<file path="src/rtl/jt12_ch_demux.sv">
// jt12_ch_demux
//
// Receiving end of the six-channel time-multiplexed sample stream. A mod-6 slot
// counter is locked to the channel-0 frame sync; each slot's sample is captured
// into a per-channel buffer, and every complete frame is copied in one step into a
// published bank. Readers only ever see whole frames.
//
// Ports:
//   clk           system clock
//   rst_n         asynchronous active-low reset, released synchronously to clk
//   cen_i         clock enable; one slot per clk cycle with cen_i=1
//   sync_i        marks the channel-0 slot (sampled only with cen_i=1)
//   din_i         sample for the current slot (sampled only with cen_i=1)
//   rd_sel_i      channel to read, 0..5 (6 and 7 read as 0)
//   rd_data_o     registered published sample for rd_sel_i (1-clk latency)
//   slot_o        channel index of the most recently captured sample
//   locked_o      high while the stream is synchronised
//   frame_done_o  one-clk pulse when a new frame is published
//   sync_err_o    one-clk pulse on a sync violation (early or missing sync)

module jt12_ch_demux #(
    parameter int unsigned W = 14
) (
    input  logic         clk,
    input  logic         rst_n,
    input  logic         cen_i,
    input  logic         sync_i,
    input  logic [W-1:0] din_i,
    input  logic [2:0]   rd_sel_i,
    output logic [W-1:0] rd_data_o,
    output logic [2:0]   slot_o,
    output logic         locked_o,
    output logic         frame_done_o,
    output logic         sync_err_o
);

    localparam int unsigned NumCh = 6;

    typedef enum logic [0:0] {
        StUnlocked,
        StLocked
    } state_e;

    state_e         state_q;
    logic [2:0]     cnt_q;          // expected slot of the next cen cycle
    logic [2:0]     slot_q;
    logic           frame_done_q;
    logic           sync_err_q;
    logic [W-1:0]   rd_data_q;
    logic [W-1:0]   cap_q  [NumCh];
    logic [W-1:0]   bank_q [NumCh];

    // Counter values 6 and 7 cannot be reached; should one appear anyway it is
    // treated as slot 0 so the next sync brings the stream back into step.
    logic [2:0] cnt_eff;
    logic [2:0] cnt_inc;
    logic       rd_valid;

    always_comb begin
        cnt_eff  = (cnt_q > 3'd5) ? 3'd0 : cnt_q;
        cnt_inc  = (cnt_eff == 3'd5) ? 3'd0 : cnt_eff + 3'd1;
        rd_valid = (rd_sel_i < 3'd6);
    end

    always_ff @(posedge clk or negedge rst_n) begin
        if (!rst_n) begin
            state_q      <= StUnlocked;
            cnt_q        <= 3'd0;
            slot_q       <= 3'd0;
            frame_done_q <= 1'b0;
            sync_err_q   <= 1'b0;
            rd_data_q    <= '0;
            for (int i = 0; i < NumCh; i++) begin
                cap_q[i]  <= '0;
                bank_q[i] <= '0;
            end
        end else begin
            // Pulses self-clear every clk, independent of cen_i.
            frame_done_q <= 1'b0;
            sync_err_q   <= 1'b0;

            // Read port runs every clk from the bank as it stood before this edge,
            // so a same-clk publish shows up one clk later.
            rd_data_q <= rd_valid ? bank_q[rd_sel_i] : '0;

            if (cen_i) begin
                unique case (state_q)
                    StUnlocked: begin
                        if (sync_i) begin
                            cap_q[0] <= din_i;
                            slot_q   <= 3'd0;
                            cnt_q    <= 3'd1;
                            state_q  <= StLocked;
                        end
                    end

                    StLocked: begin
                        if (sync_i) begin
                            // Normal frame start, or an early sync that abandons
                            // the partial frame; either way this slot is channel 0.
                            if (cnt_eff != 3'd0) begin
                                sync_err_q <= 1'b1;
                            end
                            cap_q[0] <= din_i;
                            slot_q   <= 3'd0;
                            cnt_q    <= 3'd1;
                        end else if (cnt_eff == 3'd0) begin
                            // Missing sync at the frame boundary: drop lock.
                            sync_err_q <= 1'b1;
                            cnt_q      <= 3'd0;
                            state_q    <= StUnlocked;
                        end else begin
                            cap_q[cnt_eff] <= din_i;
                            slot_q         <= cnt_eff;
                            cnt_q          <= cnt_inc;
                            if (cnt_eff == 3'd5) begin
                                // Slot-5 sample goes straight into the bank since
                                // its capture register is only written this edge.
                                for (int i = 0; i < NumCh - 1; i++) begin
                                    bank_q[i] <= cap_q[i];
                                end
                                bank_q[NumCh-1] <= din_i;
                                frame_done_q    <= 1'b1;
                            end
                        end
                    end

                    default: begin
                        state_q <= StUnlocked;
                    end
                endcase
            end
        end
    end

    assign rd_data_o    = rd_data_q;
    assign slot_o       = slot_q;
    assign locked_o     = (state_q == StLocked);
    assign frame_done_o = frame_done_q;
    assign sync_err_o   = sync_err_q;

endmodule

</file>
<file path="config.mk">
export PLATFORM = sky130hd
export DESIGN_NAME = jt12_ch_demux
export DESIGN_NICKNAME = d
export VERILOG_FILES = /design/src/rtl/jt12_ch_demux.sv
export SDC_FILE = /design/constraint.sdc
export NUM_CORES = 1
export LEC_CHECK = 0
export CAP_MARGIN = 20
export CORE_ASPECT_RATIO = 1.75
export CORE_UTILIZATION = 53
export DETAILED_ROUTE_END_ITERATION = 10
export DONT_BUFFER_PORTS = 1
export HOLD_SLACK_MARGIN = 0.03
export PLACE_DENSITY = 0.78
export SLEW_MARGIN = 20
export SYNTH_ARGS = -nofsm -noshare
export SYNTH_HDL_FRONTEND = slang
export SYNTH_SLANG_ARGS = --single-unit
</file>
<file path="constraint.sdc">
create_clock -name clk -period 3.1 [get_ports clk]
set_clock_uncertainty 0.1 [all_clocks]
set_input_delay 0.155 -clock clk [delete_from_list [all_inputs] [get_ports clk]]
set_output_delay 0.155 -clock clk [all_outputs]
set_load 0.1 [all_outputs]
</file>
==> run metrics, run 1 <==
status=finished, violations left; leading cell types in the layout, fill and taps excluded=177 x dfrtp_1, 132 x mux2_2, 33 x inv_1, 28 x mux2i_1, 22 x dlygate4sd3_1; Hold WS=-0.683 ns; synthesized area per cell=14.9 µm²; Fmax=approximately 390 MHz; final wirelength=14200 µm; CP Launch Type=flip-flop; root buf cell=clkbuf_16; Adder-Cell Fraction of Synth Area=0.342%; Syn Inst Count=a little under 500; gpl congestion=0.717; post-synthesis mux area share=29.7%; CTS Buf Count=17; Unique masters post-synth=34; syn_nets=512; Buffers on Ports=0; Post-CTS Setup Bufs=0; vias in the first global route=4428; Slew Limit Fails=0; die area=0.0143 mm²; post-synthesis compound-gate area fraction=2.84%; dpl hpwl=8110 µm; post-route minimum period=between 2 and 3 ns; Die Span X=90.8 µm; Remaining DRCs=0; final cell count without fillers=698; Syn Std Cell Area=0.00731 mm²; largest net degree at the start of global routing=~180; RSZ-0062 raised after global routing=false; CTS tree=done; starting DRC count in detailed routing=262; htree depth=4; Hold-fix buffers, CTS=22; failing checks=hold timing; Leakage=3.95 nW; GR Util All Layers=22.0%; Post-synth EDFFs=0; MaxCap Viol Count=0; Peak VDD IR=a little over 0.6 mV; register area share after synthesis=between 60% and 70%; commonest non-fill, non-tap cell in the layout=dfrtp_1; DR vias=approximately 4000; clock buffer depth=2; worst endpoint required time=3.31 ns; first-pass GRT wire length=23400 µm; Simple-Gate Fraction of Synth Area=2.82%; part of the cycle the worst path needs=82.7%; synth-to-layout area growth=12.9%; CP Capture Type=flip-flop; setup TNS=0 ns; diode count=0; flops & latches, synth=approximately 180; P per Cell Area=a little under 900 mW/mm²; Worst Tran Pin Value=1.05 ns; vias per inst=5.67; grt ovf=0; final cell utilization of the core=61.3%; net switching power=2.29 mW; # nets final=approximately 530; placed cells=between 600 and 700; Final Power=between 7 and 8 mW; core area=around 0.013 mm²; worst-path fanout max=84; Synth Warn #=0; initial antenna violation count=0; switching share of power=31.4%; DRT Pass-1 Iters=4; die height=between 150 and 200 µm; Final Hold Violating Endpoints=177; clock slew at reported path FFs=0.06 ns; Setup-failing EPs final=0; largest family of logic cells by synthesized area=multiplexers; clock power share=between 20% and 30%; CP Data Arrival Time=roughly 2.8 ns; Hold Path Class=input pin to async pin; # IOs=a little over 40; WL per Instance=20.3 µm; clock tree sinks=177; Synth Area in XOR/XNOR=0%; Slew Limit Headroom=29.6%; post_cts resized=0; post-synthesis async set-or-reset flop share=100%; sequential group share of total power=52.7%; Setup CP Type=flip-flop to flip-flop; clk_lat worst skew=0.43 ns; Final ANT Viol Nets=0; layout cells sized above 1=between 30 and 40%; Most used DFF post-synth=dfrtp_1; Logic pwr share=19.2%; num rows=56; Int Power=5.00 mW; Initial Util=between 50% and 60%
-- state kept, by name (all words and copies together) (netlist names) --
signal and count:
locked_o 1, slot_o 3, cnt_q 3, rd_data_o 14, bank_q 84, sync_err_o 1, cap_q 70, frame_done_o 1
-- worst paths after layout --
| kind | slack (ns) | depth (start not counted) | startpoint | to |
|---|---|---|---|---|
| min in group clk | 0.05 | 3 | rd_sel_i[2] | rd_data_o[7]$_DFF_PN0_ |
| hold / removal | -0.68 | 0 | rst_n | rd_data_o[11]$_DFF_PN0_ |
| max in group asynchronous | 3.28 | 0 | rst_n | bank_q[48]$_DFFE_PN0P_ |
| setup / recovery | 0.54 | 7 | cnt_q[2]$_DFFE_PN0P_ | bank_q[77]$_DFFE_PN0P_ |
| setup reg to reg | 0.54 | 7 | cnt_q[2]$_DFFE_PN0P_ | bank_q[77]$_DFFE_PN0P_ |
| hold reg to reg | 0.38 | 1 | cap_q[33]$_DFFE_PN0P_ | cap_q[33]$_DFFE_PN0P_ |
-- critical path, cell delays in order (launching register included) --
cell and delay [ns]:
dfrtp_1 0.51, or3_4 0.19, and2_4 0.16, ha_1 0.23
nand4_1 0.23, nor2_4 0.18, buf_12 0.40, mux2_2 0.39
-- Yosys cell counts (all sizes together), types with 2 or more instances --
| master | count | area (µm²) |
|---|---|---|
| dfrtp | 177 | 4430 |
| nor3 | 2 | 20.0 |
| ha | 2 | 25.0 |
| mux2i | 28 | 280 |
| mux4 | 14 | 315 |
| a22oi | 2 | 15.0 |
| nand2 | 18 | 67.6 |
| mux2 | 140 | 1580 |
| a21oi | 2 | 10.0 |
| a31oi | 2 | 27.5 |
| nand4 | 2 | 12.5 |
| buf | 21 | 125 |
| o21ai | 4 | 20.0 |
| clkbuf | 5 | 18.8 |
| nor2 | 5 | 18.8 |
| or3 | 2 | 17.5 |
| nand2b | 4 | 25.0 |
| and3 | 2 | 12.5 |
| inv | 33 | 124 |
| o22ai | 16 | 100 |
| and2 | 3 | 21.3 |
-- power by group through the flow --
stage	Clock (mW)	Combinational, mW	Sequential [mW]
after detailed placement	0	1.34	3.88
after global placement	0	1.27	3.82
final	2.05	1.40	3.84
after CTS	2.08	1.41	3.84
after global routing	2.17	1.52	3.93
after floorplan	0	1.14	3.76
-- routing by layer --
metal	track usage, %	part of all wire [%]	wire, µm	vias to the layer above
met2	38.8	55	7820	69
li1	-	-	-	1756
met3	5.07	3.4	478	17
met4	8.83	2.0	279	0
met1	25.9	39	5580	2115
met5	0	0	0	-
-- area by class of cell --
| cell class | instances | area (µm²) |
|---|---|---|
| Fill cell | 1009 | 5200 |
| Multi-Input combinational cell | 253 | 2620 |
| Clock buffer | 20 | 467 |
| Inverter | 33 | 124 |
| Tap cell | 174 | 218 |
| Timing Repair Buffer | 29 | 285 |
| Clock inverter | 12 | 110 |
| Sequential cell | 177 | 4430 |
-- stage by stage --
step / cell area, µm² / worst slack, ns
after floorplan: 7310 / 0.624
after global placement: 7450 / 0.665
after detailed placement: 7450 / 0.593
after CTS: 8250 / 0.548
after global routing: 8250 / 0.396
final: 8250 / 0.537
-- cells by family after synthesis --
logic type / count (synthesis)
muxes: 182
DFF: 177
AOI/OAI and AO/OA: 29
and+or+nand+nor: 40
adders and majority gates: 2
buffers and inverters: 59
Power figures use the tool's default switching activity.
==> run 2: changes to the inputs <==
--- a/config.mk
+++ b/config.mk
@@ -11,7 +11,7 @@
 export DETAILED_ROUTE_END_ITERATION = 10
 export DONT_BUFFER_PORTS = 1
 export HOLD_SLACK_MARGIN = 0.03
-export PLACE_DENSITY = 0.78
+export PLACE_DENSITY = 0.81
 export SLEW_MARGIN = 20
 export SYNTH_ARGS = -nofsm -noshare
 export SYNTH_HDL_FRONTEND = slang
==> constraint.sdc (replaced) <==
create_clock -name clk -period 2.1 [get_ports clk]
set_clock_uncertainty 0.1 [all_clocks]
set_input_delay 0.105 -clock clk [delete_from_list [all_inputs] [get_ports clk]]
set_output_delay 0.105 -clock clk [all_outputs]
set_load 0.1 [all_outputs]
==> run 2 against run 1 <==
The run ends with hold timing, setup timing left. Fmax increased by 13%. Combinational power increased to 2.8 times the previous value. Utilization increased by 9.5 points. Sequential cell count unchanged. Sequential share of layout area decreased by 7.1 points. Design area increased by 15%. Global-route usage increased by 3.0 points. Worst hold slack got worse by 0.043 ns. Sequential power increased by 35%. Highest routed layer unchanged.
==> run metrics, run 2 (synthesis results as in run 1) <==
status=finished, violations left (unchanged); failing checks=hold timing, setup timing (was hold timing); core area=0.0135 mm² (unchanged); clock tree sinks=177 (unchanged); Reg-to-Reg Start=cnt_q[2]$_DFFE_PN0P_ (unchanged); RSZ-0062 raised after global routing=true (was false); final cell utilization of the core=70.8% (was 61.3%); Setup CP Type=flip-flop to flip-flop (unchanged); dpl hpwl=9080 µm (was 8110 µm); num rows=56 (unchanged); Worst path max stage delay=0.40 ns (was 0.51 ns); part of the cycle the worst path needs=108% (was 82.7%); setup TNS=-16.88 ns (was 0 ns); fillers=799 (was 1009); CP Launch Type=flip-flop (unchanged); CTS Buf Count=17 (unchanged); Remaining DRCs=0 (unchanged); gpl congestion=0.768 (was 0.717); clk_lat worst skew=0.42 ns (was 0.43 ns); max FFs per register=84 (unchanged); cell repeated most along the worst path=clkbuf_16; # IOs=41 (unchanged); Final Hold Violating Endpoints=177 (unchanged); initial antenna violation count=0 (unchanged); first-pass GRT wire length=26400 µm (was 23400 µm); WL per Instance=24.8 µm (was 20.3 µm); Worst Setup EP=bank_q[80]$_DFFE_PN0P_ (was bank_q[77]$_DFFE_PN0P_); vias in the first global route=4763 (was 4428); GR Util All Layers=25.0% (was 22.0%); Hold WS=-0.726 ns (was -0.683 ns); CP Data Arrival Time=2.48 ns (was 2.77 ns); layout cells sized above 1=44.8% (was 36.6%); R2R Path End=bank_q[80]$_DFFE_PN0P_ (was bank_q[77]$_DFFE_PN0P_); starting DRC count in detailed routing=373 (was 262); final worst slack=-0.175 ns (was 0.537 ns); Hold Path Class=input pin to async pin (unchanged); Peak VDD IR=1.02 mV (was 0.608 mV); final wirelength=18800 µm (was 14200 µm); DR vias=4505 (was 3957); leading cell types in the layout, fill and taps excluded=175 x dfrtp_1, 107 x mux2_4, 35 x buf_4, 33 x inv_1, 33 x mux2_2 (was 177 x dfrtp_1, 132 x mux2_2, 33 x inv_1, 28 x mux2i_1, 22 x dlygate4sd3_1); Final Power=12.1 mW (was 7.29 mW); Slew Limit Fails=0 (unchanged); Leakage=4.56 nW (was 3.95 nW); root buf cell=clkbuf_16 (unchanged); die area=0.0143 mm² (unchanged); synth-to-layout area growth=30.3% (was 12.9%); diode count=0 (unchanged); R2R Setup Slk=-0.17 ns (was 0.54 ns); Critical Path Source=cnt_q[2]$_DFFE_PN0P_ (unchanged); worst endpoint required time=2.31 ns (was 3.31 ns); vias per inst=5.95 (was 5.67); worst-path fanout max=5 (was 84); worst path cell trace=or3_4 > and2_4 > ha_4 > nand4_1 > buf_4 > nor2_4 > clkbuf_16 > clkbuf_16 > mux2_4 (was or3_4 > and2_4 > ha_1 > nand4_1 > nor2_4 > buf_12 > mux2_2); worst reg-to-reg path cell count=9 (was 7); post-route minimum period=2.27 ns (was 2.56 ns); clock slew at reported path FFs=0.06 ns (about the same); Initial Util=54.3% (unchanged); Buffers on Ports=0 (unchanged); Fmax=440 MHz (was 390 MHz); Slew Limit Headroom=44.9% (was 29.6%); clock buffer depth=2 (unchanged); die height=157 µm (unchanged); grt ovf=0 (unchanged); # nets final=593 (was 534); largest net degree at the start of global routing=178 (unchanged); MaxCap Viol Count=0 (unchanged); Setup-failing EPs final=146 (was 0); CP Capture Type=flip-flop (unchanged); CTS tree=done (unchanged); htree depth=4 (unchanged); DRT Pass-1 Iters=5 (was 4); P per Cell Area=1270 mW/mm² (was 883 mW/mm²); Worst Tran Pin Value=0.827 ns (was 1.05 ns); Biggest register=bank_q (unchanged); Slowest-stage cell, CP=dfrtp_1 (unchanged); Die Span X=90.8 µm (unchanged); Final ANT Viol Nets=0 (unchanged); commonest non-fill, non-tap cell in the layout=dfrtp_1 (unchanged)
-- run 2: repair_timing --
item / 4_1_cts / 5_1_grt
hold endpoints to repair: 284 / 178
setup buffers: 8 / 5
cloned: 4 / 8
pin swaps: 5 / 7
hold buffers: 24 / 1
setup endpoints to repair: 126 / 155
resized for setup: 8 / 115
-- run 2: area by class of cell --
cell class                      count  area [µm²]  area share, %
Tap cell                          174         218           2.29
Multi-Input combinational cell    253        3080           32.4
Sequential cell                   177        4430           46.5
Timing Repair Buffer               88        1100           11.5
Clock inverter                      9         110           1.16
Clock buffer                       23         458           4.81
Inverter                           33         124           1.30
-- run 2: how the worst min path moves through the flow --
| stage | from | endpoint | depth (start not counted) |
|---|---|---|---|
| after floorplan | rst_n | bank_q[0]$_DFFE_PN0P_ | 0 |
| final | rst_n | cap_q[44]$_DFFE_PN0P_ | 0 |
| after global placement | rst_n | cap_q[44]$_DFFE_PN0P_ | 0 |
| after global routing | rst_n | cap_q[44]$_DFFE_PN0P_ | 0 |
| after detailed placement | rst_n | cap_q[44]$_DFFE_PN0P_ | 0 |
| after CTS | rst_n | cap_q[44]$_DFFE_PN0P_ | 0 |
-- run 2: through the flow --
step	setup slack, ns	cell area [µm²]	cells
2_1_floorplan	-0.111	7430	489
3_3_place_gp	-0.0160	7860	677
3_5_place_dp	-0.118	7860	677
4_1_cts	-0.138	8880	744
5_1_grt	-0.235	9520	757
6_report	-0.175	9520	757
-- run 2: worst max-delay path, delay by kind of cell, from the launching register on --
kind,cells,cell delay [ns]
simple gates,4,0.72
buf+inv,3,0.50
flops,1,0.40
mux,1,0.30
fa+ha+maj,1,0.15
-- run 2: metal layers --
metal,wire length [µm],track usage [%]
met3,680,4.78
met1,7440,28.7
met2,10100,45.1
met4,562,11.2
met5,0,0
-- run 2: power breakdown --
part           internal (mW)  switching, mW
combinational           1.97           1.88
clock                   1.78           1.29
sequential              4.50          0.694
total                   8.25           3.86
==> run 3: changes to the inputs <==
--- a/config.mk
+++ b/config.mk
@@ -10,7 +10,7 @@
 export CORE_UTILIZATION = 53
 export DETAILED_ROUTE_END_ITERATION = 10
 export DONT_BUFFER_PORTS = 1
-export HOLD_SLACK_MARGIN = 0.03
+export HOLD_SLACK_MARGIN = 0.05
 export PLACE_DENSITY = 0.81
 export SLEW_MARGIN = 20
 export SYNTH_ARGS = -nofsm -noshare
==> run 3 against run 2 <==
The flow still finishes with violations (hold timing, setup timing). Clock-buffer cell count is the same. Sequential cell count unchanged. Worst hold slack better by 0.0016 ns. Power grew 0.43%. Sequential power barely moved. Final cell count shrank 0.13%. Clock power is essentially flat.
==> run metrics, run 3 (synthesis results as in run 1) <==
max FFs per register=84 (unchanged); Peak VDD IR=1.01 mV (was 1.02 mV); Final Hold Violating Endpoints=177 (unchanged); Worst Tran Pin Value=0.830 ns (was 0.827 ns); WL per Instance=25.6 µm (was 24.8 µm); Final Power=12.2 mW (was 12.1 mW); first-pass GRT wire length=26500 µm (was 26400 µm); final instance area=0.00951 mm² (was 0.00952 mm²); clock tree sinks=177 (unchanged); final worst slack=-0.200 ns (was -0.175 ns); root buf cell=clkbuf_16 (unchanged); Remaining DRCs=0 (unchanged); gpl congestion=0.768 (unchanged); setup TNS=-19.11 ns (was -16.88 ns); commonest non-fill, non-tap cell in the layout=dfrtp_1 (unchanged); # nets final=592 (was 593); die area=0.0143 mm² (unchanged); clk_lat worst skew=0.42 ns (about the same); failing checks=hold timing, setup timing (unchanged); status=finished, violations left (unchanged); initial antenna violation count=0 (unchanged); die height=157 µm (unchanged); DRT Pass-1 Iters=4 (was 5); Fmax=435 MHz (was 440 MHz); Placed Area=0.00786 mm² (unchanged); dpl hpwl=9080 µm (unchanged); largest net degree at the start of global routing=178 (unchanged); fillers=803 (was 799); Hold Path Class=input pin to async pin (unchanged); CTS Buf Count=17 (unchanged); clock buffer depth=2 (unchanged); Slew Limit Headroom=44.6% (was 44.9%); Setup CP Type=flip-flop to flip-flop (unchanged); Hold-fix buffers, CTS=24 (unchanged); CP Launch Type=flip-flop (unchanged); layout cells sized above 1=44.8% (about the same); Hold WS=-0.725 ns (was -0.726 ns); grt ovf=0 (unchanged); post-route minimum period=2.30 ns (was 2.27 ns); num rows=56 (unchanged); leading cell types in the layout, fill and taps excluded=175 x dfrtp_1, 107 x mux2_4, 35 x buf_4, 33 x inv_1, 33 x mux2_2 (unchanged); worst-path fanout max=8 (was 5); RSZ-0062 raised after global routing=true (unchanged); CP Data Arrival Time=2.51 ns (was 2.48 ns); Final ANT Viol Nets=0 (unchanged); Leakage=4.55 nW (was 4.56 nW); Initial Util=54.3% (unchanged); htree depth=4 (unchanged); MaxCap Viol Count=0 (unchanged); clock slew at reported path FFs=0.06 ns (about the same); part of the cycle the worst path needs=110% (was 108%); final wirelength=19400 µm (was 18800 µm); GR Util All Layers=25.1% (was 25.0%); worst endpoint required time=2.31 ns (about the same); vias per inst=6.04 (was 5.95); vias in the first global route=4751 (was 4763); CP Capture Type=flip-flop (unchanged); Biggest register=bank_q (unchanged); Setup-failing EPs final=151 (was 146); Buffers on Ports=0 (unchanged); core area=0.0135 mm² (unchanged); # IOs=41 (unchanged); Die Span X=90.8 µm (unchanged); starting DRC count in detailed routing=408 (was 373); synth-to-layout area growth=30.2% (was 30.3%); Slew Limit Fails=0 (unchanged); P per Cell Area=1280 mW/mm² (was 1270 mW/mm²); DR vias=4569 (was 4505); diode count=0 (unchanged); CTS tree=done (unchanged); final cell utilization of the core=70.7% (was 70.8%)
==> run 3: power by group <==
part           switching, mW  total (mW)  internal (mW)
Combinational           1.92        3.89           1.97
Clock                   1.28        3.07           1.78
Sequential             0.712        5.21           4.50
Total                   3.91        12.2           8.25
==> run 3: cell type report <==
class / instances / area, µm² / share of cell area, %
flip-flops and latches: 177 / 4430 / 46.6
well taps: 174 / 218 / 2.29
clock buffers: 23 / 458 / 4.81
multi-input cells: 253 / 3080 / 32.4
inverters: 33 / 124 / 1.30
clock inverters: 9 / 110 / 1.16
repair buffers: 87 / 1090 / 11.4
==> run 3: per-layer routing <==
metal / up-vias / share of wire [%] / track usage (%)
li1: 1884 / - / -
met1: 2422 / 37 / 29.0
met2: 191 / 53 / 45.4
met3: 72 / 5.5 / 4.64
met4: 0 / 4.3 / 11.0
met5: - / 0 / 0
==> run 3: per-stage QoR <==
| step | cells | setup WS [ns] |
|---|---|---|
| finish | 756 | -0.200 |
| floorplan | 489 | -0.111 |
| global route | 756 | -0.232 |
| global placement | 677 | -0.0160 |
| CTS | 744 | -0.138 |
| detailed placement | 677 | -0.118 |
==> run 3: what timing repair did <==
| action | in CTS | in global routing |
|---|---|---|
| gates cloned | 4 | 8 |
| resized for setup | 8 | 115 |
| hold endpoints to repair | 284 | 177 |
| setup buffers | 8 | 5 |
| pin swaps | 5 | 7 |
| setup endpoints to repair | 126 | 155 |
==> run 3: path summary, 6_finish.rpt <==
| check | endpoint | slack, ns | startpoint | cells after the start |
|---|---|---|---|---|
| worst max register to register | bank_q[27]$_DFFE_PN0P_ | -0.20 | cnt_q[1]$_DFFE_PN0P_ | 9 |
| min in group clk | rd_data_o[10]$_DFF_PN0_ | 0.07 | rd_sel_i[2] | 3 |
| max in group asynchronous | cnt_q[1]$_DFFE_PN0P_ | 2.28 | rst_n | 0 |
| worst max-delay path | bank_q[27]$_DFFE_PN0P_ | -0.20 | cnt_q[1]$_DFFE_PN0P_ | 9 |
| worst min-delay path | cap_q[44]$_DFFE_PN0P_ | -0.72 | rst_n | 0 |
| worst min register to register | cap_q[51]$_DFFE_PN0P_ | 0.41 | cap_q[51]$_DFFE_PN0P_ | 1 |
==> run 3: worst max-delay path, stage by stage (launching register included) <==
cell	delay, ns
dfrtp_2	0.42
or3_4	0.37
and2_4	0.16
ha_4	0.15
nand4_1	0.13
buf_4	0.15
nor2_4	0.05
buf_12	0.16
clkbuf_16	0.18
mux2_4	0.30
